$ cat src/rtl/seg7_pkg.sv
// Shared types and constants for the 8-digit 7-segment scan controller.
package seg7_pkg;

  typedef enum logic [1:0] {
    ST_OFF   = 2'd0,
    ST_BLANK = 2'd1,
    ST_SHOW  = 2'd2
  } state_t;

  // All segments off (segments are active-low).
  localparam logic [6:0] SEG_BLANK = 7'h7F;

  // Hex nibble -> active-low segments, bit6 = a down to bit0 = g.
  localparam logic [6:0] SEG_DECODE [0:15] = '{
    7'b0000001, 7'b1001111, 7'b0010010, 7'b0000110,
    7'b1001100, 7'b0100100, 7'b0100000, 7'b0001111,
    7'b0000000, 7'b0000100, 7'b0001000, 7'b1100000,
    7'b0110001, 7'b1000010, 7'b0110000, 7'b0111000
  };

endpackage

$ cat src/rtl/seg7_hex_decode.sv
// Combinational hex nibble to active-low 7-segment decoder.
module seg7_hex_decode
  import seg7_pkg::*;
(
  input  logic [3:0] nibble,
  output logic [6:0] seg
);

  assign seg = SEG_DECODE[nibble];

endmodule

$ cat src/rtl/seg7_scan_ctrl.sv
// Multiplexed 8-digit 7-segment scan controller with per-slot blanking and
// frame-aligned double-buffered value updates.
// Optional build macro SEG7_LZB_EN enables leading-zero blanking.
//
// state | meaning
// OFF   | display dark, waiting for i_enable
// BLANK | first BLANK_CYCLES of a digit slot, all anodes off
// SHOW  | rest of the slot, current digit driven
module seg7_scan_ctrl
  import seg7_pkg::*;
#(
  parameter int DIGIT_CYCLES = 100000,
  parameter int BLANK_CYCLES = 1000
) (
  input  logic        i_clk,
  input  logic        i_rst,
  input  logic        i_enable,
  input  logic [31:0] i_value,
  input  logic        i_load,
  input  logic [7:0]  i_dp_mask,
  output logic [7:0]  o_an,
  output logic [6:0]  o_seg,
  output logic        o_dp,
  output logic        o_frame_done
);

  localparam int CW = $clog2(DIGIT_CYCLES);
  localparam logic [CW-1:0] BLANK_LAST = CW'(BLANK_CYCLES - 1);
  localparam logic [CW-1:0] SLOT_LAST  = CW'(DIGIT_CYCLES - 1);
  // frame_done is raised one cycle early so that it is visible on the
  // same cycle the frame-boundary commit is taken.
  localparam logic [CW-1:0] FRAME_MARK = CW'(DIGIT_CYCLES - 2);

  state_t        state, next_state;
  logic [CW-1:0] cnt, next_cnt;
  logic [2:0]    digit, next_digit;
  logic          commit;

  logic [31:0]   display, pending;
  logic          pend_flag;

  logic [3:0]    nibble;
  logic [6:0]    dec_seg;
  logic          lead_zero;

  logic [7:0]    next_an;
  logic [6:0]    next_seg;
  logic          next_dp, next_frame_done;

  assign nibble = display[{digit, 2'b00} +: 4];

  seg7_hex_decode u_hex_decode (
    .nibble (nibble),
    .seg    (dec_seg)
  );

`ifdef SEG7_LZB_EN
  assign lead_zero = (digit != 3'd0) && ((display >> {digit, 2'b00}) == 32'd0);
`else
  assign lead_zero = 1'b0;
`endif

  // State, slot counter and digit index registers.
  always_ff @(posedge i_clk) begin
    if (i_rst) begin
      state <= ST_OFF;
      cnt   <= '0;
      digit <= '0;
    end else begin
      state <= next_state;
      cnt   <= next_cnt;
      digit <= next_digit;
    end
  end

  // Next-state logic; disable overrides everything and parks in OFF.
  always_comb begin
    next_state = state;
    next_cnt   = cnt;
    next_digit = digit;
    commit     = 1'b0;
    if (!i_enable) begin
      next_state = ST_OFF;
      next_cnt   = '0;
      next_digit = '0;
    end else begin
      case (state)
        ST_OFF: begin
          commit     = 1'b1;
          next_state = ST_BLANK;
          next_cnt   = '0;
          next_digit = '0;
        end
        ST_BLANK: begin
          next_cnt = cnt + CW'(1);
          if (cnt == BLANK_LAST) next_state = ST_SHOW;
        end
        ST_SHOW: begin
          if (cnt == SLOT_LAST) begin
            next_state = ST_BLANK;
            next_cnt   = '0;
            next_digit = digit + 3'd1;
            commit     = (digit == 3'd7);
          end else begin
            next_cnt = cnt + CW'(1);
          end
        end
        default: begin
          next_state = ST_OFF;
          next_cnt   = '0;
          next_digit = '0;
        end
      endcase
    end
  end

  // Next output values derived from the current state.
  always_comb begin
    next_an         = 8'hFF;
    next_seg        = SEG_BLANK;
    next_dp         = 1'b1;
    next_frame_done = 1'b0;
    if (i_enable && state == ST_SHOW) begin
      next_an  = ~(8'h01 << digit);
      next_seg = lead_zero ? SEG_BLANK : dec_seg;
      next_dp  = lead_zero | ~i_dp_mask[digit];
      next_frame_done = (digit == 3'd7) && (cnt == FRAME_MARK);
    end
  end

  // Registered display outputs.
  always_ff @(posedge i_clk) begin
    if (i_rst) begin
      o_an         <= 8'hFF;
      o_seg        <= SEG_BLANK;
      o_dp         <= 1'b1;
      o_frame_done <= 1'b0;
    end else begin
      o_an         <= next_an;
      o_seg        <= next_seg;
      o_dp         <= next_dp;
      o_frame_done <= next_frame_done;
    end
  end

  // Double buffer: a load on a commit cycle bypasses straight to display.
  always_ff @(posedge i_clk) begin
    if (i_rst) begin
      display   <= '0;
      pending   <= '0;
      pend_flag <= 1'b0;
    end else if (commit) begin
      if (i_load) begin
        display   <= i_value;
        pending   <= i_value;
        pend_flag <= 1'b0;
      end else if (pend_flag) begin
        display   <= pending;
        pend_flag <= 1'b0;
      end
    end else if (i_load) begin
      pending   <= i_value;
      pend_flag <= 1'b1;
    end
  end

endmodule

$ cat config.mk
export PLATFORM = sky130hd
export DESIGN_NAME = seg7_scan_ctrl
export DESIGN_NICKNAME = d
export VERILOG_FILES = /design/src/rtl/seg7_pkg.sv /design/src/rtl/seg7_hex_decode.sv /design/src/rtl/seg7_scan_ctrl.sv
export SDC_FILE = /design/constraint.sdc
export NUM_CORES = 1
export LEC_CHECK = 0
export BUFFER_PORTS_ARGS = -buffer_cell sky130_fd_sc_hd__buf_2
export CORE_MARGIN = 10
export CORE_UTILIZATION = 45
export CTS_BUF_LIST = sky130_fd_sc_hd__clkbuf_4 sky130_fd_sc_hd__clkbuf_8 sky130_fd_sc_hd__clkbuf_16
export DETAILED_ROUTE_END_ITERATION = 12
export SETUP_SLACK_MARGIN = 0.2
export SYNTH_ARGS = -nofsm -noshare
export SYNTH_HDL_FRONTEND = slang
export SYNTH_SLANG_ARGS = --single-unit
$ cat constraint.sdc
create_clock -name i_clk -period 7.21 [get_ports i_clk]
set_clock_uncertainty 0.15 [all_clocks]
set_input_delay 1.0815 -clock i_clk [delete_from_list [all_inputs] [get_ports i_clk]]
set_output_delay 1.0815 -clock i_clk [all_outputs]
set_load 0.005 [all_outputs]
# Yosys cells after proc, flatten, opt, wreduce, memory -nomap -nowiden
# Memories as Yosys holds them, arrays and structs flattened. A register that Yosys moved wholly into a read port is not among the register bits.
# Index checks and enable logic that the tools add are counted.
# op_classes
shifts,2
muxes,14
n_eq_ne,8
order_cmp,1
addsub,2
n_bitwise,6
reduce_logical,10
div_mod_pow,0
mul,0
# op_table
cell,count
32-bit two-way mux,2
"17-bit == test, second input constant",2
17-bit one-hot mux with 2 select lines,1
32-bit by 6-bit variable part select with 4-bit output,1
"17-bit by 1-bit adder with 17-bit output, second input constant",1
"17-bit by 10-bit == test with 1-bit output, second input constant",1
17-bit two-way mux,1
8-bit inverter,1
"1-bit by 3-bit << shifter with 8-bit output, first input constant",1
2-bit one-hot mux with 3 select lines,1
3-bit one-hot mux with 2 select lines,1
2-bit AND reduction,3
2-bit OR reduction,3
4-bit inverter with 5-bit output,1
"3-bit by 4-bit less-than comparator with 1-bit output, second input constant",1
2-bit two-way mux,2
"2-bit inequality test, second input constant",2
1-bit inverter,4
"3-bit by 1-bit adder with 3-bit output, second input constant",1
1-bit binary-select mux with 3-bit select,1
"3-bit == test, second input constant",1
1-bit two-way mux,3
3-bit two-way mux,1
"2-bit by 1-bit == test with 1-bit output, second input constant",1
5 further kinds,6
# totals
ram_bits,0
input_bits,44
mem_count,1
output_inout_bits,17
regBits,97
rom_bits,112
latch_bits,0
# mem_list
memory,words,width,read_ports,rd_clocked_by_memory_dff,wr,line_no,rtl
(name not given),16,7,1,1,0,seg7_hex_decode.sv:9,assign seg = SEG_DECODE[nibble];

# Depth between registers and ports, before layout
# depth
word_depth,5
depth_mapped,9

# Modules after synthesis
# From an unflattened synthesis, not the netlist that was laid out.
# hier_totals
hier_cells,444
area_unflattened_um2,4524.3
# modules_own_cells
mod,area_each_um2,cells_each,n_inst
seg7_scan_ctrl,4261.6,413,1
seg7_hex_decode,262.8,31,1

# Least setup slack after synthesis
# Ideal clock, no wire load.
# synth_timing
path_type,register to register
from,register digit[0]
to,register o_seg[3]
stages_incl_launch_ff,10
setup_slack_ns,4.590
arrival_ns,2.335
cell_sequence,dfxtp_1 > buf_2 > buf_4 > mux4_2 > mux2i_1 > inv_1 > ha_1 > a21boi_0 > a2111oi_0 > a31oi_1
# synth_between
elab_chain_len,2
# synth_rtl
element,line_no,rtl
"start, declared",seg7_scan_ctrl.sv:36,"logic [2:0] digit, next_digit;"
"start signal, assigned",seg7_scan_ctrl.sv:72,digit <= next_digit;
32-bit by 6-bit variable part select with 4-bit output,seg7_scan_ctrl.sv:50,"assign nibble = display[{digit, 2'b00} +: 4];"
4-bit inverter with 5-bit output (not written as such),seg7_hex_decode.sv:9,
"end, declared",seg7_scan_ctrl.sv:22,"output logic [6:0] o_seg,"
# No other way between the ends.
# A chain may end at the register's enable or synchronous reset.

# Worst setup path after layout
# layout_timing
from,register digit[1]
to,register o_seg[3]
# Same word-level chain as after synthesis.

==> flow_summary.yaml <==
timing:
  slew_headroom: 0.432
  setup_viol: 0
  final_max_slew_viol_count: 0
  timing_worst_slew_pin_value_ns: 0.852
  fin_crit_ns: 3.03
  setup-tns-final_ns: 0
  holdWs_ns: 0.351
  fmax_mhz: 330
  timing_hold_violations_final: 0
  rsz0062_at_grt: "no"
  finalCritPeriodShare: 0.421
cells_and_area:
  n_antenna_cell: 0
  fin_cells: 630
  syn_to_final_growth_pct: 12.2
  drive_above_1_share: 0.245
  layout_common_cells: "dfxtp_1 (104), nor2_1 (89), buf_2 (60), mux2i_1 (37), a211oi_2 (28)"
  final_common_cell: "dfxtp_1"
  design_area_mm2: 0.00512
  nets: 554
synth:
  ys_seq_area_frac: 0.456
  synth_seq_cells: 104
  synthAdderAreaFrac: 0.0493
  syn_inst: 444
  syn_area_mm2: 0.00457
  yosys.area_share.xor_xnor: 0.0307
  synth-edff-count: 0
  async_reset_ff_frac: 0
  synth-compound-area-share: 0.144
  synth_flop_cell: "dfxtp_1"
  yosysWarningCount: 0
  synth_fp_nets: 506
  yosys.area_share.simple: 0.150
  ys_types: 52
  synth_top_family_by_area: "simple AND/OR/NAND/NOR gates"
  synth_mux_area_frac: 0.129
  syn_avg_cell_area_um2: 10.3
place:
  place_congestion: 0.807
  hpwl_um: 6290
  portBuffers: 60
  dpl_cell_area_mm2: 0.00491
  dp_cells: 614
worst_setup_path:
  required_ns: 7.28
  crit_arrival_ns: 3.10
  crit_path_end_kind: "flop"
  r2r_setup_slack_ns: 4.18
  critical_path.cell_chain: "mux4_2 -> mux2i_1 -> inv_1 -> ha_1 -> a21boi_0 -> a2111oi_0 -> a31oi_1"
  crit_type: "flop to flop"
  cpPeakStageDelay_ns: 0.79
  critPathMaxFanout: 16
  critPathSlowestCell: "dfxtp_1"
  start_kind: "flop"
grt:
  grt_start_max_net_pins: 68
  grt_pass1_wl_um: 14800
  grt_overflow: 0
  grt_pass1_vias: 2983
  antenna_found_initial: 0
  grt_use_total: 0.124
clock_network:
  numCtsBuffers: 9
  htree_levels: 3
  post_cts_buffers: 0
  ctsLongestPathBuffers: 2
  cts_sinks: 104
  cts_resized: 0
  insertion_delay_ns: 0.37
  cts_tree: "done"
  clk_pin_slew_ns: 0.10
  root_buffer: "clkbuf_8"
  cts_hold_buf: 0
route:
  ant_nets: 0
  drt_wl_total_um: 9080
  via_per_inst: 5.04
  num_vias: 3174
  drc: 0
  drt_iter0_markers: 171
  dr.pass1.iters: 4
  wire_per_inst_um: 14.4
floorplan:
  io_pins: 61
  die_area_mm2: 0.0146
  num_rows: 36
  fp.dieH_um: 121
  coreArea_mm2: 0.00982
  start_util: 0.465
  die_w_um: 121
run:
  maxCapViolCount: 0
pwr:
  power.total_uw: 1110
  power.density_mw_per_mm2: 216
  leakage_uw: 0.00197
  ir_drop_mv: 0.120
min_path:
  hold_path.class: "flop to flop"
status:
  status: "finished, final reports clean"
## cells in the mapped netlist, drive strengths merged, types with 5 or more instances
master,n,area share
nand2,23,0.019
mux4,8,0.039
xnor2,5,0.0096
buf,14,0.022
xor2,11,0.021
mux2i,38,0.084
nand3,18,0.020
clkbuf,13,0.011
dfxtp,104,0.46
nor2,89,0.073
o21ai,6,0.0066
o211ai,5,0.0093
ha,18,0.049
a211oi,33,0.085
inv,9,0.0074
## final timing paths
check                              start       end  cells past startpoint
worst max-delay path            digit[1]  o_seg[3]                      7
worst min register to register    cnt[0]    cnt[0]                      1
worst max register to register  digit[1]  o_seg[3]                      7
worst min-delay path              cnt[0]    cnt[0]                      1
## flip-flops by register name, indices dropped and copies added (netlist names)
register	count
pend_flag	1
digit	3
o_an	8
o_dp	1
pending	32
o_frame_done	1
o_seg	7
cnt	17
state	2
display	32
## logic make-up (layout without fill, tap and decap cells)
| logic type | Yosys count | in the layout |
|---|---|---|
| simple gates | 153 | 153 |
| flops | 104 | 104 |
| compound gates | 68 | 68 |
| mux | 48 | 48 |
| buf+inv | 37 | 90 |
| fa+ha+maj | 18 | 18 |
| xor+xnor | 16 | 16 |
## power by group
group | total [µW] | switching (µW) | internal [µW]
clock | 381 | 211 | 171
sequential | 610 | 10.2 | 600
combinational | 114 | 65.9 | 48.3
## layer usage
metal  track usage  vias to the layer above  part of all wire
li1              -                     1649                 -
met1         0.170                     1460              0.51
met2         0.173                       56              0.42
met3        0.0396                        9             0.059
met4        0.0551                        0             0.014
met5             0                        -                 0
## stage by stage
stage / util / setup slack [ns]
after floorplan: - / 4.59
after global placement: 0.500 / 3.93
after detailed placement: 0.500 / 3.85
after CTS: 0.522 / 4.21
after global routing: 0.522 / 4.01
final: 0.522 / 4.18
## area by class of cell
class	instances	area (µm²)
clock inverters	6	77.6
flip-flops and latches	104	2080
multi-input cells	303	2300
fillers	933	4700
well taps	133	166
repair buffers	64	330
inverters	10	37.5
clock buffers	10	131
## critical path: cells and delay by family, from the launching register on
kind | cells | cell delay, ns
buf+inv | 1 | 0.18
fa+ha+maj | 1 | 0.22
compound gates | 3 | 0.58
mux | 2 | 0.96
flops | 1 | 0.79
No activity file was read; power rests on OpenSTA's default activity.
